## src/rtl/clk_ratio_detect.sv

```systemverilog
// Measures the period of a clk-synchronous divided clock, locks on a stable ratio,
// and flags ratio changes and a stalled input. Define DUTY_CHECK_EN to add duty_err.
module clk_ratio_detect #(
    parameter int unsigned CNT_W    = 8,
    parameter int unsigned LOCK_CNT = 3,
    parameter int unsigned TIMEOUT  = 64
) (
    input  logic             clk,
    input  logic             reset,
    input  logic             div_in,
    output logic [CNT_W-1:0] ratio,
    output logic             locked,
    output logic             err,
`ifdef DUTY_CHECK_EN
    output logic             duty_err,
`endif
    output logic             timeout
);

    localparam logic [CNT_W-1:0] CNT_MAX  = '1;
    localparam logic [CNT_W-1:0] TO_VAL   = CNT_W'(TIMEOUT);
    localparam logic [CNT_W-1:0] LOCK_VAL = CNT_W'(LOCK_CNT);
    localparam logic [CNT_W-1:0] ONE      = CNT_W'(1);

    typedef enum logic [1:0] {IDLE, ACQ, TRACK, LOCKED} state_t;

    state_t           state;
    logic             s0, s1;
    logic [CNT_W-1:0] cnt;
    logic [CNT_W-1:0] ref_per;
    logic [CNT_W-1:0] match;
    logic             rise;

    assign rise = s0 & ~s1;

`ifdef DUTY_CHECK_EN
    logic [CNT_W-1:0] high_cnt;
    logic             fall;
    logic [CNT_W-1:0] half_lo, half_hi;

    assign fall    = s1 & ~s0;
    assign half_lo = ref_per >> 1;
    assign half_hi = half_lo + {{(CNT_W-1){1'b0}}, ref_per[0]};
`endif

    always_ff @(posedge clk) begin
        if (reset) begin
            state   <= IDLE;
            s0      <= 1'b0;
            s1      <= 1'b0;
            cnt     <= '0;
            ref_per <= '0;
            match   <= '0;
            ratio   <= '0;
            locked  <= 1'b0;
            err     <= 1'b0;
            timeout <= 1'b0;
`ifdef DUTY_CHECK_EN
            high_cnt <= '0;
            duty_err <= 1'b0;
`endif
        end else begin
            s0      <= div_in;
            s1      <= s0;
            err     <= 1'b0;
            timeout <= 1'b0;

            if (rise)
                cnt <= ONE;
            else if (cnt != CNT_MAX)
                cnt <= cnt + ONE;

            // On a rise, cnt holds the period just completed.
            case (state)
                IDLE: begin
                    if (rise)
                        state <= ACQ;
                end
                ACQ: begin
                    if (rise) begin
                        ref_per <= cnt;
                        match   <= '0;
                        state   <= TRACK;
                    end
                end
                TRACK: begin
                    if (rise) begin
                        if (cnt == ref_per) begin
                            match <= match + ONE;
                            if (match + ONE == LOCK_VAL) begin
                                state  <= LOCKED;
                                ratio  <= ref_per;
                                locked <= 1'b1;
                            end
                        end else begin
                            ref_per <= cnt;
                            match   <= '0;
                        end
                    end
                end
                LOCKED: begin
                    if (rise && cnt != ref_per) begin
                        err     <= 1'b1;
                        locked  <= 1'b0;
                        ratio   <= '0;
                        ref_per <= cnt;
                        match   <= '0;
                        state   <= TRACK;
                    end
                end
                default: state <= IDLE;
            endcase

            // A rise in the timeout cycle takes precedence, so this never overlaps err.
            if (state != IDLE && !rise && cnt == TO_VAL) begin
                timeout <= 1'b1;
                locked  <= 1'b0;
                ratio   <= '0;
                state   <= IDLE;
            end

`ifdef DUTY_CHECK_EN
            duty_err <= 1'b0;
            if (rise)
                high_cnt <= ONE;
            else if (s0 && high_cnt != CNT_MAX)
                high_cnt <= high_cnt + ONE;
            if (fall && state == LOCKED && high_cnt != half_lo && high_cnt != half_hi)
                duty_err <= 1'b1;
`endif
        end
    end

endmodule

```

## config.mk

```make
export PLATFORM = sky130hd
export DESIGN_NAME = clk_ratio_detect
export DESIGN_NICKNAME = d
export VERILOG_FILES = /design/src/rtl/clk_ratio_detect.sv
export SDC_FILE = /design/constraint.sdc
export NUM_CORES = 1
export LEC_CHECK = 0
export CAP_MARGIN = 0
export CORE_UTILIZATION = 55
export CTS_BUF_LIST = sky130_fd_sc_hd__clkbuf_4
export CTS_CLUSTER_DIAMETER = 50
export DETAILED_ROUTE_END_ITERATION = 12
export PLACE_DENSITY_LB_ADDON = 0.3
export RECOVER_POWER = 25
export SYNTH_ARGS = -nofsm -noshare
export SYNTH_HDL_FRONTEND = slang
export SYNTH_SLANG_ARGS = --single-unit
```

## constraint.sdc

```tcl
create_clock -name clk -period 3.6 [get_ports clk]
set_input_delay 0.9 -clock clk [delete_from_list [all_inputs] [get_ports clk]]
set_output_delay 0.9 -clock clk [all_outputs]
set_load 0.02 [all_outputs]
```

Word-level counts from Yosys, hierarchy flattened:

Index checks and enable logic that the tools add are counted.

* register bits: 39
* bits in latches: 0
* RAM bits: 0
* bits in read-only memories: 0
* input port bits: 3
* output and inout port bits: 11
* logic and storage cells: 77
* memories kept: 0

* add/sub/neg operators: 2
* multiply operators: 0
* div/mod/pow operators: 0
* $lt $le $gt $ge: 0
* equality and inequality tests: 15
* shift operators: 0
* mux-type cells: 30
* bitwise gates (word level): 3
* reductions and logical operators: 16

Operator list (number)
* $mux W8: 11
* $pmux W8 S3: 2
* $add A8 B1 Y8 const B: 2
* $pmux W8 S2: 1
* $ne A2 B2 Y1 const B: 7
* $mux W2: 6
* $reduce_and A5 Y1: 2
* $eq A8 B2 Y1 const B: 1
* $eq A8 B7 Y1 const B: 1
* $eq A8 B8 Y1: 1
* $mux W1: 8
* $ne A8 B8 Y1: 1
* $ne A8 B8 Y1 const B: 1
* $pmux W2 S4: 1
* $reduce_and A6 Y1: 1
* $reduce_bool A2 Y1: 3
* $reduce_or A2 Y1: 3
* $eq A2 B2 Y1 const B: 2
* $reduce_and A4 Y1: 1
* $logic_and A1 B1 Y1: 3
* $reduce_bool A3 Y1: 1
* $eq A2 B1 Y1 const B: 1
* $logic_not A2 Y1: 1
* $not A1 Y1: 2
* 3 further kinds: 3

Depth between registers and ports, before layout:

* depth in word-level cells: 6
* gate-level depth with buffers: 7

Least setup slack after synthesis:

OpenSTA, ideal clock, no wires.

* path type: input port to flip-flop
* from: input reset
* to: register ratio[0]
* library setup time: 0.072 ns
* arrival time: 1.711 ns
* path slack: 1.817 ns
* cell stages on the path: 4
* path through: a41oi_1 > a21boi_1 > nand2_1 > mux2i_1

* cells in the longest elaborated chain, start to end: 1

Ends and longest elaborated chain
* start: declaration: RTL line 9 `input logic reset,`
* $reduce_or A2 Y1 (no line)
* end signal: assignment: RTL line 92 `ratio <= ref_per;`
* end: declaration: RTL line 11 `output logic [CNT_W-1:0] ratio,`

No other way between the ends.
A chain may end at the register's enable or synchronous reset.

Final worst setup path:

* from: input reset
* to: register ratio[6]

The elaborated chain is that of the path after synthesis.

==> results.json <==
{
  "m1WireLength_mm": 1.92,
  "rsz0062_at_grt": "no",
  "seq_area_frac_synth_pct": 38.5,
  "finalHoldViolations": 0,
  "synth_top_cell_by_area": "dfxtp_1",
  "ant_nets": 0,
  "dieWidth_um": 62.7,
  "cp.arrival_ns": 2.86,
  "wl_per_cell_um": 13.7,
  "crit_fanout": 12,
  "switching_share_pct": 24.0,
  "ys_types": 51,
  "insertion_delay_ns": 0.35,
  "cap_viol_max_count": 0,
  "overflow": 0,
  "postCtsSetupRepairBufs": 0,
  "cts_tree": "built",
  "setup_tns_ns": 0,
  "area_delta_synth_final_pct": 10.5,
  "ios": 14,
  "yosysMostFrequentCell": "dfxtp_1",
  "internal-power_mw": 0.605,
  "root_buffer": "clkbuf_4",
  "end_kind": "flip-flop",
  "pwr_density_cell_nw_per_um2": 355,
  "yosysTopAreaCellShare_pct": 38.5,
  "n_antenna_cell": 0,
  "holdBufCountCts": 0,
  "min_period_over_period_pct": 71.6,
  "grt_pass1_vias": 1374,
  "syn-num-nets": 226,
  "p_sw_mw": 0.191,
  "combPwrFrac_pct": 7.0,
  "synth-main-ff-cell": "dfxtp_1",
  "yosysWarnings": 0,
  "cp.required_ns": 3.88,
  "leakage_nw": 0.780,
  "syn_inst": 219,
  "worst_slew_pin_slew_ns": 1.03,
  "viasPerCell": 5.74,
  "synth-edff-count": 0,
  "yosys-top-cells-area": "dfxtp_1 38%, mux2i_1 8.9%, nor2_1 3.7%, nand2_1 3.3%, xnor2_2 3.2%",
  "rows": 21,
  "vdd.ir_drop.worst_uv": 285,
  "path_clk_slew_ns": 0.12,
  "synth_common_cells": "39 x dfxtp_1, 20 x nor2_1, 18 x mux2i_1, 18 x nand2_1, 12 x nand3_1",
  "timing.fmax_ghz": 0.388,
  "cts.sinks": 39,
  "fin_skew_ns": 0.0103,
  "final_max_slew_viol_count": 0,
  "drive_above_1_share_pct": 9.96,
  "cts_buffers": 5,
  "grt_first_pass_wirelength_mm": 6.51,
  "route.detailed.drc": 0,
  "start_util_pct": 58.9,
  "pwr-share-seq_pct": 56.0,
  "ys_seq_elements": 39,
  "h-tree-depth": 2,
  "dpl_cell_area_sq_um": 2170,
  "ys_async_sr_fraction_pct": 0,
  "coreArea_sq_um": 3440,
  "crit_path_start_kind": "input port",
  "num_vias": 1590,
  "nets": 237,
  "clock_path_buffers": 2,
  "grt_max_degree": 25,
  "drtIter0Drc": 65,
  "cts_resized": 0,
  "grt_util_all_layers_pct": 21.2,
  "mappedNetlistArea_sq_um": 2030,
  "routed-wl-met2_mm": 1.70,
  "layout_min_cycle_time_ns": 2.58,
  "path_class": "in -> reg",
  "firstDrtPassIters": 4,
  "wirelength_mm": 3.79,
  "highest_layer": "met4",
  "final_area_sq_um": 2240,
  "die_area_sq_um": 3930,
  "setup_viol": 0,
  "p_clk_share_pct": 37.0,
  "die_height_um": 62.7,
  "status": "finished clean",
  "antenna_found_initial": 0,
  "routabilityCongestion": 0.826,
  "hold_class": "reg -> reg",
  "place_hpwl_mm": 2.64,
  "syn_avg_cell_area_sq_um": 9.26,
  "portBuffers": 13,
  "route.met3.wl_um": 114,
  "slew_headroom_pct": 31.3
}
==> worst max-delay path: stages <==
cell,delay (ns)
dlygate4sd3_1,0.55
a41oi_1,0.16
clkbuf_1,0.43
a21boi_1,0.56
nand2_1,0.12
mux2i_1,0.13
==> registers in the layout, indices dropped and copies added (netlist names) <==
| signal | flops |
|---|---|
| timeout | 1 |
| s1 | 1 |
| ref_per | 8 |
| locked | 1 |
| s0 | 1 |
| match | 8 |
| cnt | 8 |
| ratio | 8 |
| state | 2 |
| err | 1 |
==> worst paths after layout <==
kind / from / to / slack (ns) / cells after the start
setup / recovery: reset / ratio[6]$_SDFFE_PP0P_ / 1.02 / 6
hold / removal: locked$_SDFFE_PP0P_ / locked$_SDFFE_PP0P_ / 0.47 / 2
setup reg to reg: cnt[0]$_SDFFE_PP0P_ / ratio[6]$_SDFFE_PP0P_ / 1.25 / 8
hold reg to reg: locked$_SDFFE_PP0P_ / locked$_SDFFE_PP0P_ / 0.47 / 2
==> per-layer routing <==
layer | up-vias | track usage (%)
met5 | - | 0
met4 | 0 | 8.14
met3 | 6 | 5.66
met2 | 26 | 31.7
met1 | 748 | 28.9
li1 | 810 | -
==> cells by family after synthesis <==
logic type | synth area share [%]
adder cells (fa/ha/maj) | 2.47
AND/OR/NAND/NOR | 25.4
flip-flops | 38.5
buffers and inverters | 4.19
AO/OA/AOI/OAI | 14.8
XOR/XNOR | 5.80
multiplexers | 8.88
==> metrics by stage <==
stage / util, % / std cells / hold slack [ns] / setup slack, ns / power, mW
floorplan: - / 219 / 0.453 / 1.82 / 0.500
global placement: 63.0 / 269 / 0.449 / 1.06 / 0.512
global route: 65.1 / 277 / 0.509 / 0.845 / 0.835
CTS: 65.4 / 277 / 0.471 / 1.35 / 0.803
detailed placement: 63.0 / 269 / 0.454 / 1.04 / 0.513
finish: 65.1 / 277 / 0.471 / 1.02 / 0.795
==> cell type report <==
type	count	area, sq um
Clock buffer	5	37.5
Clock inverter	3	43.8
Fill cell	307	1200
Inverter	6	22.5
Multi-Input combinational cell	163	1160
Sequential cell	39	781
Tap cell	46	57.6
Timing Repair Buffer	15	138
==> cells in the final DEF (no fill, tap or decap), drive strengths merged, types with 6 or more instances in the layout <==
cell and count:
a21oi 11, clkbuf 7, clkdlybuf4s50 12, dfxtp 39, inv 6, mux2i 18
nand2 18, nand3 12, nor2 20, o21ai 7, xnor2 10
==> power by group through the flow <==
stage	clock network, mW	registers, mW	logic (mW)
finish	0.294	0.446	0.0557
global route	0.327	0.447	0.0610
CTS	0.300	0.446	0.0576
detailed placement	0	0.455	0.0575
global placement	0	0.455	0.0564
floorplan	0	0.450	0.0499
Note: power is estimated with default switching activity, not from simulation.
